### src/rtl/elevator_scheduler.sv
// LOOK-policy scheduler for a single elevator car: latches calls and drives updown/door_open.
// Define FIRE_RECALL_EN to add the `recall` input (fire recall to floor 1, door held open).
module elevator_scheduler #(
  parameter int unsigned NUM_FLOORS = 5,
  parameter int unsigned DOOR_HOLD  = 20
) (
  input  logic                  clk,
  input  logic                  rst_n,
  input  logic [NUM_FLOORS-1:0] call_req,
  input  logic [2:0]            car_floor,
  input  logic                  car_door,
`ifdef FIRE_RECALL_EN
  input  logic                  recall,
`endif
  output logic [1:0]            updown,
  output logic                  door_open,
  output logic [NUM_FLOORS-1:0] pending,
  output logic                  dir_up,
  output logic                  fault
);

  localparam int unsigned CNT_W   = $clog2(DOOR_HOLD + 1);
  localparam logic [1:0]  UD_STOP = 2'b00;
  localparam logic [1:0]  UD_UP   = 2'b01;
  localparam logic [1:0]  UD_DOWN = 2'b10;

  typedef enum logic [2:0] {
    S_IDLE, S_UP, S_DOWN, S_STOP, S_OPEN, S_HOLD, S_CLOSE
  } state_t;

  state_t                state, state_n;
  logic [NUM_FLOORS-1:0] pend_n, latch_mask;
  logic [NUM_FLOORS-1:0] cur_hot, above_mask, below_mask;
  logic [CNT_W-1:0]      hold_cnt, cnt_n;
  logic [2:0]            entry_floor, entry_n, cur;
  logic                  dir_n, floor_valid, at_top, at_bottom;
  logic                  hit_cur, calls_above, calls_below, req_cur, door_phase;

  assign cur         = car_floor - 3'd1;
  assign floor_valid = (car_floor != 3'd0) && (car_floor <= 3'(NUM_FLOORS));
  assign at_top      = (car_floor == 3'(NUM_FLOORS));
  assign at_bottom   = (car_floor == 3'd1);

  // Floor-relative masks: the current floor, floors above it and floors below it.
  always_comb begin
    cur_hot    = '0;
    above_mask = '0;
    below_mask = '0;
    for (int unsigned i = 0; i < NUM_FLOORS; i++) begin
      cur_hot[i]    = floor_valid && (3'(i) == cur);
      above_mask[i] = (3'(i) > cur);
      below_mask[i] = (3'(i) < cur);
    end
  end

  assign hit_cur     = |(pending & cur_hot);
  assign calls_above = |(pending & above_mask);
  assign calls_below = |(pending & below_mask);
  assign req_cur     = |(call_req & cur_hot);
  assign door_phase  = (state == S_OPEN) || (state == S_HOLD);

  // Next state, call latching and hold countdown.
  always_comb begin
    state_n    = state;
    cnt_n      = hold_cnt;
    dir_n      = dir_up;
    entry_n    = entry_floor;
    latch_mask = (door_phase && floor_valid) ? (call_req & ~cur_hot) : call_req;
    pend_n     = pending | latch_mask;

    if (floor_valid) begin
      case (state)
        S_IDLE: begin
          if (hit_cur) begin
            state_n = S_OPEN;
          end else if (calls_above && (dir_up || !calls_below)) begin
            state_n = S_UP;
            dir_n   = 1'b1;
            entry_n = car_floor;
          end else if (calls_below) begin
            state_n = S_DOWN;
            dir_n   = 1'b0;
            entry_n = car_floor;
          end
        end
        S_UP: begin
          if (at_top || (hit_cur && (car_floor != entry_floor))) state_n = S_STOP;
        end
        S_DOWN: begin
          if (at_bottom || (hit_cur && (car_floor != entry_floor))) state_n = S_STOP;
        end
        S_STOP: state_n = S_OPEN;
        S_OPEN: begin
          if (car_door) begin
            pend_n  = pend_n & ~cur_hot;
            cnt_n   = CNT_W'(DOOR_HOLD);
            state_n = S_HOLD;
          end
        end
        S_HOLD: begin
          if (req_cur) begin
            cnt_n = CNT_W'(DOOR_HOLD);
          end else if (hold_cnt == '0) begin
            state_n = S_CLOSE;
          end else begin
            cnt_n = hold_cnt - CNT_W'(1);
          end
        end
        S_CLOSE: begin
          if (req_cur) begin
            state_n = S_OPEN;
          end else if (!car_door) begin
            state_n = S_IDLE;
          end
        end
        default: state_n = S_IDLE;
      endcase
`ifdef FIRE_RECALL_EN
      // Recall overrides scheduling: close any door away from floor 1, descend, then park open.
      if (recall) begin
        case (state)
          S_IDLE: begin
            if (at_bottom) begin
              state_n = S_OPEN;
            end else begin
              state_n = S_DOWN;
              dir_n   = 1'b0;
              entry_n = car_floor;
            end
          end
          S_UP:   state_n = S_IDLE;
          S_DOWN: state_n = at_bottom ? S_STOP : S_DOWN;
          S_STOP: state_n = at_bottom ? S_OPEN : S_IDLE;
          S_OPEN: begin
            cnt_n   = CNT_W'(DOOR_HOLD);
            state_n = !at_bottom ? S_CLOSE : (car_door ? S_HOLD : S_OPEN);
          end
          S_HOLD: begin
            cnt_n   = CNT_W'(DOOR_HOLD);
            state_n = at_bottom ? S_HOLD : S_CLOSE;
          end
          S_CLOSE: state_n = car_door ? S_CLOSE : S_IDLE;
          default: state_n = S_IDLE;
        endcase
      end
`endif
    end else begin
      state_n = S_IDLE;
    end
`ifdef FIRE_RECALL_EN
    if (recall) pend_n = '0;
`endif
  end

  // State and registered car commands; commands follow the state being entered.
  always_ff @(posedge clk or negedge rst_n) begin
    if (!rst_n) begin
      state       <= S_IDLE;
      pending     <= '0;
      updown      <= UD_STOP;
      door_open   <= 1'b0;
      dir_up      <= 1'b1;
      fault       <= 1'b0;
      hold_cnt    <= '0;
      entry_floor <= '0;
    end else begin
      state       <= state_n;
      pending     <= pend_n;
      hold_cnt    <= cnt_n;
      dir_up      <= dir_n;
      entry_floor <= entry_n;
      fault       <= !floor_valid;
      updown      <= (state_n == S_UP) ? UD_UP : ((state_n == S_DOWN) ? UD_DOWN : UD_STOP);
      door_open   <= (state_n == S_OPEN) || (state_n == S_HOLD);
    end
  end

endmodule

### config.mk
export PLATFORM = sky130hd
export DESIGN_NAME = elevator_scheduler
export DESIGN_NICKNAME = d
export VERILOG_FILES = /design/src/rtl/elevator_scheduler.sv
export SDC_FILE = /design/constraint.sdc
export NUM_CORES = 1
export LEC_CHECK = 0
export CORE_ASPECT_RATIO = 0.75
export CORE_UTILIZATION = 41
export DETAILED_ROUTE_END_ITERATION = 16
export HOLD_SLACK_MARGIN = 0.05
export PLACE_DENSITY_LB_ADDON = 0.08
export SLEW_MARGIN = 40
export SYNTH_ARGS = -nofsm -noshare
export SYNTH_HDL_FRONTEND = slang
export SYNTH_SLANG_ARGS = --single-unit
export TNS_END_PERCENT = 10
### constraint.sdc
create_clock -name clk -period 5.9 [get_ports clk]
set_input_delay 0.59 -clock clk [delete_from_list [all_inputs] [get_ports clk]]
set_output_delay 0.59 -clock clk [all_outputs]
set_load 0.02 [all_outputs]
==> results list <==
* # fillers: 379
- In this run the core area contains 19 standard-cell rows.
* Diodes inserted: 0
* Starting DRT DRC Count: 129
- Across all hold checks on the routed design, the worst slack comes to 0.292 ns.
- The routed design has 3930 microns of wire.
* Predominant post-synthesis flop cell: dfrtp_1
- STA classifies the critical path endpoint as a flip-flop.
* Antenna violations before repair: 0
- Cell variety after synth: 64
- For this run, the post-layout net count is 205.
- In the final routed layout, each cell accounts on average for 16.4 microns.
* Largest net degree at the start of global routing: 22
- Count of buffers added by post-CTS timing repair for setup: 0
- Non-filler cells in the finished layout: 240
- For the worst-skew pair, the clock arrives at the later sink with an insertion delay of 0.26 ns.
- DR vias: 1362
- Slew Viols, Final: 0
- Synthesized net count: 187
- Crit path required time: 6.05 ns
- Time the final worst path needs with I/O delays and setup: 3.69 ns
- Critical path fanouts, max: 12
- Post-detailed-route count of antenna-violating nets: 0
- For the pin with the worst max-slew slack, the measured transition is 0.563 ns.
- Synthesis produced 171 cells.
* Proportion of synthesized chip area in sequential cells: 31.9%
- After clock tree synthesis, the flow added hold-fix buffers numbering 0.
- The worst setup path is of the in -> reg kind.
- After routing, the total negative slack on setup checks comes to 0 ns.
- Number of search-and-repair iterations in the first detailed-routing pass: 4
- The clock arrives with 0.00431 ns of skew.
- The min-delay analysis places its worst path in the category in -> async.
- First-pass GRT wire length: 6390 microns
- After synthesis, the mean cell area works out to 9.64 sq um.
- Proportion of register bits with asynchronous set or reset after synthesis: 100%
* # resized after CTS: 0
* Leading cell types in the layout, fill and taps excluded: dfrtp_1 (20), clkdlybuf4s50_1 (19), nor2_1 (18)
- Area enclosed by the die boundary: 4280 sq um
- Gp weighted congestion: 0.893
- The final critical path takes up 62.5% of the cycle.
- Vert. Die Dim: 56.9 microns
- Endpoints failing hold: 0
- Leak Pwr: 0.799 nW
- CTS built an H-tree with a depth of 1.
- Proportion of layout cells with a drive suffix above 1: 17.0%
- After synthesis the netlist holds a flip-flop and latch count of 21.
* TritonCTS clock tree: built
- Max Cap Violations: 0
- The floorplan step set the die width to 75.2 microns.
* Relative slew margins: 62.4%
- Netlist area before placement: 1650 sq um
* Root Buffer: clkbuf_8
- VDD IR max: 0.213 mV
- Outcome: finished, final reports clean
* Tot Pwr: 680 uW
- Core Region: 3760 sq um
* Unrepaired setup endpoints after global routing: false
- Dpl hpwl: 2860 microns
* Setup violators final: 0
* Setup crit start kind: input port
* Count of boundary I/O pins: 21
- CTS saw 21 sinks.
* Vias per Instance: 5.68
* Upper clock frequency limit: 0.271 GHz
- In this run, synthesis inferred 0 flip-flops with an integrated enable.
- Global routing consumed, over all layers together, 20.1% of the routing resources.
- Number of global-route vias before repair: 1278
* Starting density of the core: 43.9%
- Port buffering added 20 buffers.
- In this run the deepest clock path goes through 2 buffers.
- Layout-stage area growth over the synthesis result: 14.4%
- Sum of overflow across all layers after global routing: 0
* Worst endpoint data arrival time: 3.84 ns
- Yosys warning count: 0
- Cell total after placement: 236
- Leaving out fill and tap cells, the most frequent cell in the layout is dfrtp_1.
- In the routed design, unresolved DRC markers number 0.
- Total power divided by cell area: 360 nW/um^2
- Number of CTS-inserted buffers: 3
* Clock-pin slew reported for the worst setup and hold paths after clock tree synthesis: 0.08 ns
-- cells in the mapped netlist (2+ instances only) --
master | instances | area share (%)
xor2_1 | 3 | 1.6
a21oi_1 | 7 | 2.1
o211ai_1 | 2 | 0.91
mux2_2 | 2 | 1.4
nand2_1 | 12 | 2.7
a31oi_1 | 5 | 1.9
nor3_1 | 2 | 0.61
a22o_1 | 2 | 1.1
nand2b_1 | 2 | 0.76
inv_1 | 12 | 2.7
o22a_1 | 2 | 1.1
nor2_1 | 18 | 4.1
buf_6 | 4 | 2.7
nor3_2 | 2 | 1.2
mux2i_1 | 7 | 4.2
nand3_1 | 3 | 0.91
nor2b_1 | 2 | 0.76
dfrtp_1 | 20 | 30
ha_1 | 5 | 3.8
o21ai_1 | 2 | 0.61
o22ai_1 | 2 | 0.76
or2b_2 | 2 | 1.1
nor4_1 | 3 | 1.1
o21ai_0 | 8 | 2.4
a21oi_2 | 2 | 1.1
or4_1 | 2 | 0.91
-- critical path, stage by stage --
cell	delay, ns
clkdlybuf4s50_1	0.74
inv_1	0.17
ha_1	0.54
mux2i_1	0.23
o21ai_1	0.15
a211oi_1	0.37
o211a_1	0.24
nor2_1	0.07
or4_1	0.55
o22a_1	0.19
-- metal layers --
metal  track usage, %  up-vias  share of wire, %
met4             3.97        0              0.99
met3             4.13        4               4.9
met2             27.5       43                41
met5                0        -                 0
li1                 -      666                 -
met1             32.3      649                53
-- final timing paths --
check / start / to / slack [ns] / cells after the start
worst max register to register: state[2] / hold_cnt[2] / 3.51 / 7
worst max-delay path: car_floor[0] / hold_cnt[2] / 2.21 / 10
min in group clk: entry_floor[1] / entry_floor[1] / 0.52 / 2
worst min register to register: entry_floor[1] / entry_floor[1] / 0.52 / 2
max in group asynchronous: rst_n / dir_up / 5.24 / 1
worst min-delay path: rst_n / pending[3] / 0.29 / 1
-- stage by stage --
step	worst slack [ns]	utilization (%)	cell area, sq um
2_1_floorplan	3.05	-	1650
3_3_place_gp	2.09	49.1	1850
3_5_place_dp	2.00	49.0	1840
4_1_cts	2.27	50.2	1890
5_1_grt	2.09	50.2	1890
6_report	2.21	50.2	1890
-- cells by family (layout without fill, tap and decap cells) --
| kind of cell | after synthesis | in the layout | synth area share [%] |
|---|---|---|---|
| xor gates and xnor gates | 4 | 4 | 3.26 |
| and+or+nand+nor | 60 | 60 | 20.7 |
| buffers and inverters | 19 | 36 | 6.90 |
| AOI/OAI and AO/OA | 51 | 51 | 26.3 |
| DFF | 21 | 21 | 31.9 |
| muxes | 11 | 11 | 7.13 |
| adders and majority gates | 5 | 5 | 3.79 |
-- power breakdown --
part | internal, mW | switching (mW) | leakage [nW]
registers | 0.189 | 0.0496 | 0.242
logic | 0.145 | 0.199 | 0.531
clock network | 0.0471 | 0.0491 | 0.0255
total | 0.382 | 0.298 | 0.799
-- cell type report --
class                           count  area (sq um)  share of cell area (%)
Inverter                           12          45.0                    2.39
Timing Repair Buffer               20           195                    10.3
Multi-Input combinational cell    131          1010                    53.4
Clock buffer                        3          41.3                    2.19
Sequential cell                    21           527                    27.9
Tap cell                           52          65.1                    3.45
Clock inverter                      1          5.00                   0.265
-- flip-flops by register name, summed over array words and instances (netlist names) --
name / cells
entry_floor: 3
hold_cnt: 5
pending: 5
fault: 1
door_open: 1
dir_up: 1
state: 3
updown: 2
(Power assumes the default switching activity.)
==> variant 1: new RTL, same settings <==
Set the parameter `DOOR_HOLD` to 10 (it was 20).
--- a/src/rtl/elevator_scheduler.sv
+++ b/src/rtl/elevator_scheduler.sv
@@ -4,3 +4,3 @@
   parameter int unsigned NUM_FLOORS = 5,
-  parameter int unsigned DOOR_HOLD  = 20
+  parameter int unsigned DOOR_HOLD  = 10
 ) (
Behaviour: no difference found for any inputs over 10 cycles, from zero or initial values and one cycle with rst_n low; that may be too few to reach the edited logic, so the function may still have changed.
==> variant 1 against the unedited design <==
Setup slack got worse by 0.24 ns. Highest routed layer unchanged. Design area down 6.4%. Synthesized area fell by 9.6%. Routed wire length is 11% lower. Sequential cell count decreased by 1. Combinational power is 23% lower. Critical path type unchanged. Power fell by 14%. Clock power grew 9%.
==> variant 1: results (changes against the unedited design) <==
- Post-Synth Adder-Cell Area: 0.0503 (was 0.0379)
- R2R Path End: hold_cnt[0] (was hold_cnt[2])
- ANT cells: 0 (unchanged)
- Gr usage total: 0.210 (was 0.201)
- Syn_nets: 191 (was 187)
- Dpl ws: 1.78 ns (was 2.00 ns)
- Fmax achieved: 0.254 GHz (was 0.271 GHz)
- First-pass GRT wire length: 6100 microns (was 6390 microns)
- Worst path top cell family by delay: compound AO/OA/AOI/OAI gates (unchanged)
- Largest fanout on the critical path: 11 (was 12)
- GP Congestion: 0.918 (was 0.893)
- Met2 usage: 0.289 (was 0.275)
- Register area share after synthesis: 0.336 (was 0.319)
- Ratio of cells with drive above 1 in the final layout: 0.0829 (was 0.170)
- Worst VDD drop: 0.000198 V (was 0.000213 V)
- Final clock skew: 0.00132 ns (was 0.00431 ns)
- Status: finished clean (unchanged)
- Most common library cells after synthesis: 19 x dfrtp_1, 19 x nor2_1, 15 x nand2_1 (was 20 x dfrtp_1, 18 x nor2_1, 12 x inv_1, 12 x nand2_1, 8 x o21ai_0)
- CP max stage delay: 0.66 ns (was 0.74 ns)
- Vias in the first global route: 1,244 (was 1,278)
- Avg Vias per Cell: 5.81 (was 5.68)
- Met1 Resource Use GR: 0.323 (about the same)
- Largest net degree at the start of global routing: 21 (was 22)
- Routed len/inst: 15.1 microns (was 16.4 microns)
- Leading registers by flop count: pending (5), hold_cnt (4) (was hold_cnt (5), pending (5))
- Worst Tran Pin Value: 0.613 ns (was 0.563 ns)
- Internal Power: 351 uW (was 382 uW)
- Compound-Gate Fraction of Synth Area: 0.247 (was 0.263)
- Dominant cells by area after synthesis: dfrtp_1 32%, mux2i_1 5.4%, ha_1 5.0% (was dfrtp_1 30%, mux2i_1 4.2%, nor2_1 4.1%)
- Final HPWL DP: 2640 microns (was 2860 microns)
- Post-Synth XOR/XNOR Area: 0.0294 (was 0.0326)
- Reg2reg setup slack: 3.19 ns (was 3.51 ns)
- Synth unique cells: 51 (was 64)
- Layout Nets: 211 (was 205)
- Reg-to-Reg Start: pending[3] (was state[2])
- Starting DRC count in detailed routing: 146 (was 129)
- Post-DP Area: 1710 sq um (was 1840 sq um)
- Drt first pass iters: 4 (unchanged)
## variant 1: changes by cell type after synthesis, moves of 3 or more
cell,before,now
o41ai_1,0,3
buf_6,4,0
a211oi_1,1,4
nand2_1,12,15
xnor2_1,0,4
nor4_1,3,0
## variant 1: cells by family (layout without fill, tap and decap cells)
family	Yosys count	in the layout
AND/OR/NAND/NOR	62	62
AO/OA/AOI/OAI	52	52
flip-flops	20	20
buffers and inverters	19	38
multiplexers	10	10
adder cells (fa/ha/maj)	6	6
XOR/XNOR	5	5
## variant 1: layout make-up
class	count	area, sq um
Timing Repair Buffer	20	195
Clock buffer	4	55.1
Fill cell	306	1610
Sequential cell	20	502
Tap cell	40	50.0
Multi-Input combinational cell	135	912
Inverter	14	52.6
## variant 1: worst reg2reg max path, cell delays in order (launching register included)
cell and delay, ns:
dfrtp_1 0.44, nor2_1 0.07, a211oi_1 0.46, a211oi_2 0.17, o311ai_0 0.46, o21bai_1 0.24
or3_4 0.41, mux2_1 0.34
## variant 1: routing by layer
layer | routed length (microns) | share of wire
met1 | 1890 | 0.54
met2 | 1400 | 0.40
met3 | 163 | 0.046
met4 | 61 | 0.017
met5 | 0 | 0
## variant 1: worst min path at each step
stage,startpoint,slack [ns],to
2_1_floorplan,rst_n,0.29,door_open
3_3_place_gp,entry_floor[1],0.49,entry_floor[1]
3_5_place_dp,entry_floor[0],0.50,entry_floor[0]
4_1_cts,rst_n,0.27,pending[0]
5_1_grt,rst_n,0.29,pending[0]
6_report,rst_n,0.26,pending[0]
## variant 1: per-stage QoR
step                hold slack, ns  cells
finish                       0.260    233
global route                 0.287    233
CTS                          0.270    233
detailed placement           0.503    229
global placement             0.490    229
floorplan                    0.294    174
## variant 1: power groups by stage
| stage | Combinational (uW) | Clock, uW | Sequential (uW) |
|---|---|---|---|
| after floorplan | 187 | 0 | 214 |
| after global placement | 259 | 0 | 216 |
| after detailed placement | 260 | 0 | 218 |
| after CTS | 262 | 109 | 216 |
| after global routing | 295 | 117 | 224 |
| final | 264 | 105 | 218 |
==> variant 2: new RTL, same flow settings <==
Without the edit above. Register the output `dir_up` once more, cleared by the reset; this adds one clock of latency there. The other outputs are not delayed to match.
--- a/src/rtl/elevator_scheduler.sv
+++ b/src/rtl/elevator_scheduler.sv
@@ -29,2 +29,4 @@
   } state_t;
+
+  logic dir_up_s0;
 
@@ -65,3 +67,3 @@
     cnt_n      = hold_cnt;
-    dir_n      = dir_up;
+    dir_n      = dir_up_s0;
     entry_n    = entry_floor;
@@ -75,3 +77,3 @@
             state_n = S_OPEN;
-          end else if (calls_above && (dir_up || !calls_below)) begin
+          end else if (calls_above && (dir_up_s0 || !calls_below)) begin
             state_n = S_UP;
@@ -161,3 +163,3 @@
       door_open   <= 1'b0;
-      dir_up      <= 1'b1;
+      dir_up_s0   <= 1'b1;
       fault       <= 1'b0;
@@ -169,3 +171,3 @@
       hold_cnt    <= cnt_n;
-      dir_up      <= dir_n;
+      dir_up_s0   <= dir_n;
       entry_floor <= entry_n;
@@ -177,2 +179,10 @@
 
+  always_ff @(posedge clk or negedge rst_n) begin
+    if (!rst_n) begin
+      dir_up <= '0;
+    end else begin
+      dir_up <= dir_up_s0;
+    end
+  end
+
 endmodule
Formal check against the unedited RTL: not equivalent (Yosys sat finds a counterexample within 4 cycles, from zero or initial values and one cycle with rst_n low).
==> variant 2 against the unedited design <==
Power is 6.9% higher. Non-clock buffer count did not move. Synthesized area up 1.5%. Via count grew 0.59%. Routed wire length shrank 5.5%. Sequential share of layout area increased by 0.57 points. Clock power increased by 47%. Sequential cell count rose by 1. Setup slack improved by 0.10 ns. Design area grew 2.7%. Critical endpoint unchanged. Highest routed layer unchanged.
==> variant 2: results (changes against the unedited design) <==
- Leading registers by flop count: hold_cnt (5), pending (5) (unchanged)
- Ratio of cells with drive above 1 in the final layout: 0.169 (was 0.170)
- Most common library cells after synthesis: 21 x dfrtp_1, 18 x nor2_1, 12 x inv_1, 12 x nand2_1, 8 x o21ai_0 (was 20 x dfrtp_1, 18 x nor2_1, 12 x inv_1, 12 x nand2_1, 8 x o21ai_0)
- Switching pwr: 292 uW (was 298 uW)
- Relative slew slack: 0.619 (was 0.624)
- Worst Reg-to-Reg Cells: 7 (unchanged)
- Post-DP Area: 1870 sq um (was 1840 sq um)
- Register area share after synthesis: 0.330 (was 0.319)
- Max H-tree Level: 1 (unchanged)
- Layout Nets: 206 (was 205)
- Largest net degree at the start of global routing: 23 (was 22)
- CTS clk-pin slew, worst paths: 0.08 ns (about the same)
- CP max stage delay: 0.72 ns (was 0.74 ns)
- Syn_nets: 188 (was 187)
- Synth unique cells: 64 (unchanged)
- Largest fanout on the critical path: 12 (unchanged)
- Final clock skew: 0.00165 ns (was 0.00431 ns)
- Cell with the most instances after synthesis: dfrtp_1 (unchanged)
- GP Congestion: 0.870 (was 0.893)
- Routed len/inst: 15.4 microns (was 16.4 microns)
- Dpl ws: 2.06 ns (was 2.00 ns)
- Via count: 1,370 (was 1,362)
- Worst path arrival time: 3.75 ns (was 3.84 ns)
- Max stage delay cell, worst path: clkdlybuf4s50_1 (unchanged)
- Gr usage total: 0.200 (was 0.201)
- Worst VDD drop: 0.000189 V (was 0.000213 V)
- IO buf count: 20 (unchanged)
- Dominant cells by area after synthesis: dfrtp_1 31%, mux2i_1 4.2%, nor2_1 4.0% (was dfrtp_1 30%, mux2i_1 4.2%, nor2_1 4.1%)
- Multi-input logic area: 1010 sq um (unchanged)
- Ys Warns: 0 (unchanged)
- Initial antenna violation count: 0 (unchanged)
- Final HPWL DP: 2870 microns (was 2860 microns)
- Hold/Removal Path Class: in -> async (unchanged)
- Worst path top cell family by delay: simple AND/OR/NAND/NOR gates (was compound AO/OA/AOI/OAI gates)
- Drt first pass iters: 4 (unchanged)
- Postcts setup bufs: 0 (unchanged)
- ANT cells: 0 (unchanged)
- Starting DRC count in detailed routing: 82 (was 129)
- First-pass GRT wire length: 6560 microns (was 6390 microns)
- LEAKAGE: 0.000822 uW (was 0.000799 uW)
- Finished Layout Cells: 241 (was 240)
- Clock Path Buffers: 2 (unchanged)
- FILL cells: 356 (was 379)
- Cts repair resizes: 0 (unchanged)
- Status: finished clean (unchanged)
- Mean Syn Cell Area: 9.73 sq um (was 9.64 sq um)
-- variant 2: metal layers --
layer / vias to the layer above / global-route usage / share of wire
li1: 666 / - / -
met1: 666 / 0.293 / 0.51
met2: 31 / 0.295 / 0.42
met3: 7 / 0.0442 / 0.057
met4: 0 / 0.0582 / 0.013
met5: - / 0 / 0
-- variant 2: cells by family (layout without fill, tap and decap cells) --
family	Yosys count	after routing	synth area share
AND/OR/NAND/NOR	60	60	0.204
AO/OA/AOI/OAI	51	51	0.259
flip-flops	22	22	0.330
buffers and inverters	19	36	0.0680
multiplexers	11	11	0.0703
adder cells (fa/ha/maj)	5	5	0.0374
XOR/XNOR	4	4	0.0321
-- variant 2: final timing paths --
path	from	to	slack, ns
setup / recovery	car_floor[0]	hold_cnt[2]	2.31
setup reg to reg	pending[0]	hold_cnt[2]	3.53
max in group asynchronous	rst_n	dir_up_s0	5.28
min in group clk	dir_up_s0	dir_up	0.43
hold / removal	rst_n	pending[4]	0.27
hold reg to reg	dir_up_s0	dir_up	0.43
-- variant 2: power groups by stage --
| stage | Combinational [uW] | Sequential [uW] | Clock (uW) |
|---|---|---|---|
| final | 337 | 249 | 141 |
| after global routing | 380 | 255 | 152 |
| after CTS | 338 | 248 | 145 |
| after detailed placement | 338 | 251 | 0 |
| after global placement | 337 | 249 | 0 |
| after floorplan | 274 | 238 | 0 |
-- variant 2: final cells by class --
type	count	area share
Tap cell	52	0.0336
Multi-Input combinational cell	131	0.521
Clock inverter	1	0.0155
Sequential cell	22	0.285
Clock buffer	3	0.0213
Timing Repair Buffer	20	0.101
Inverter	12	0.0233
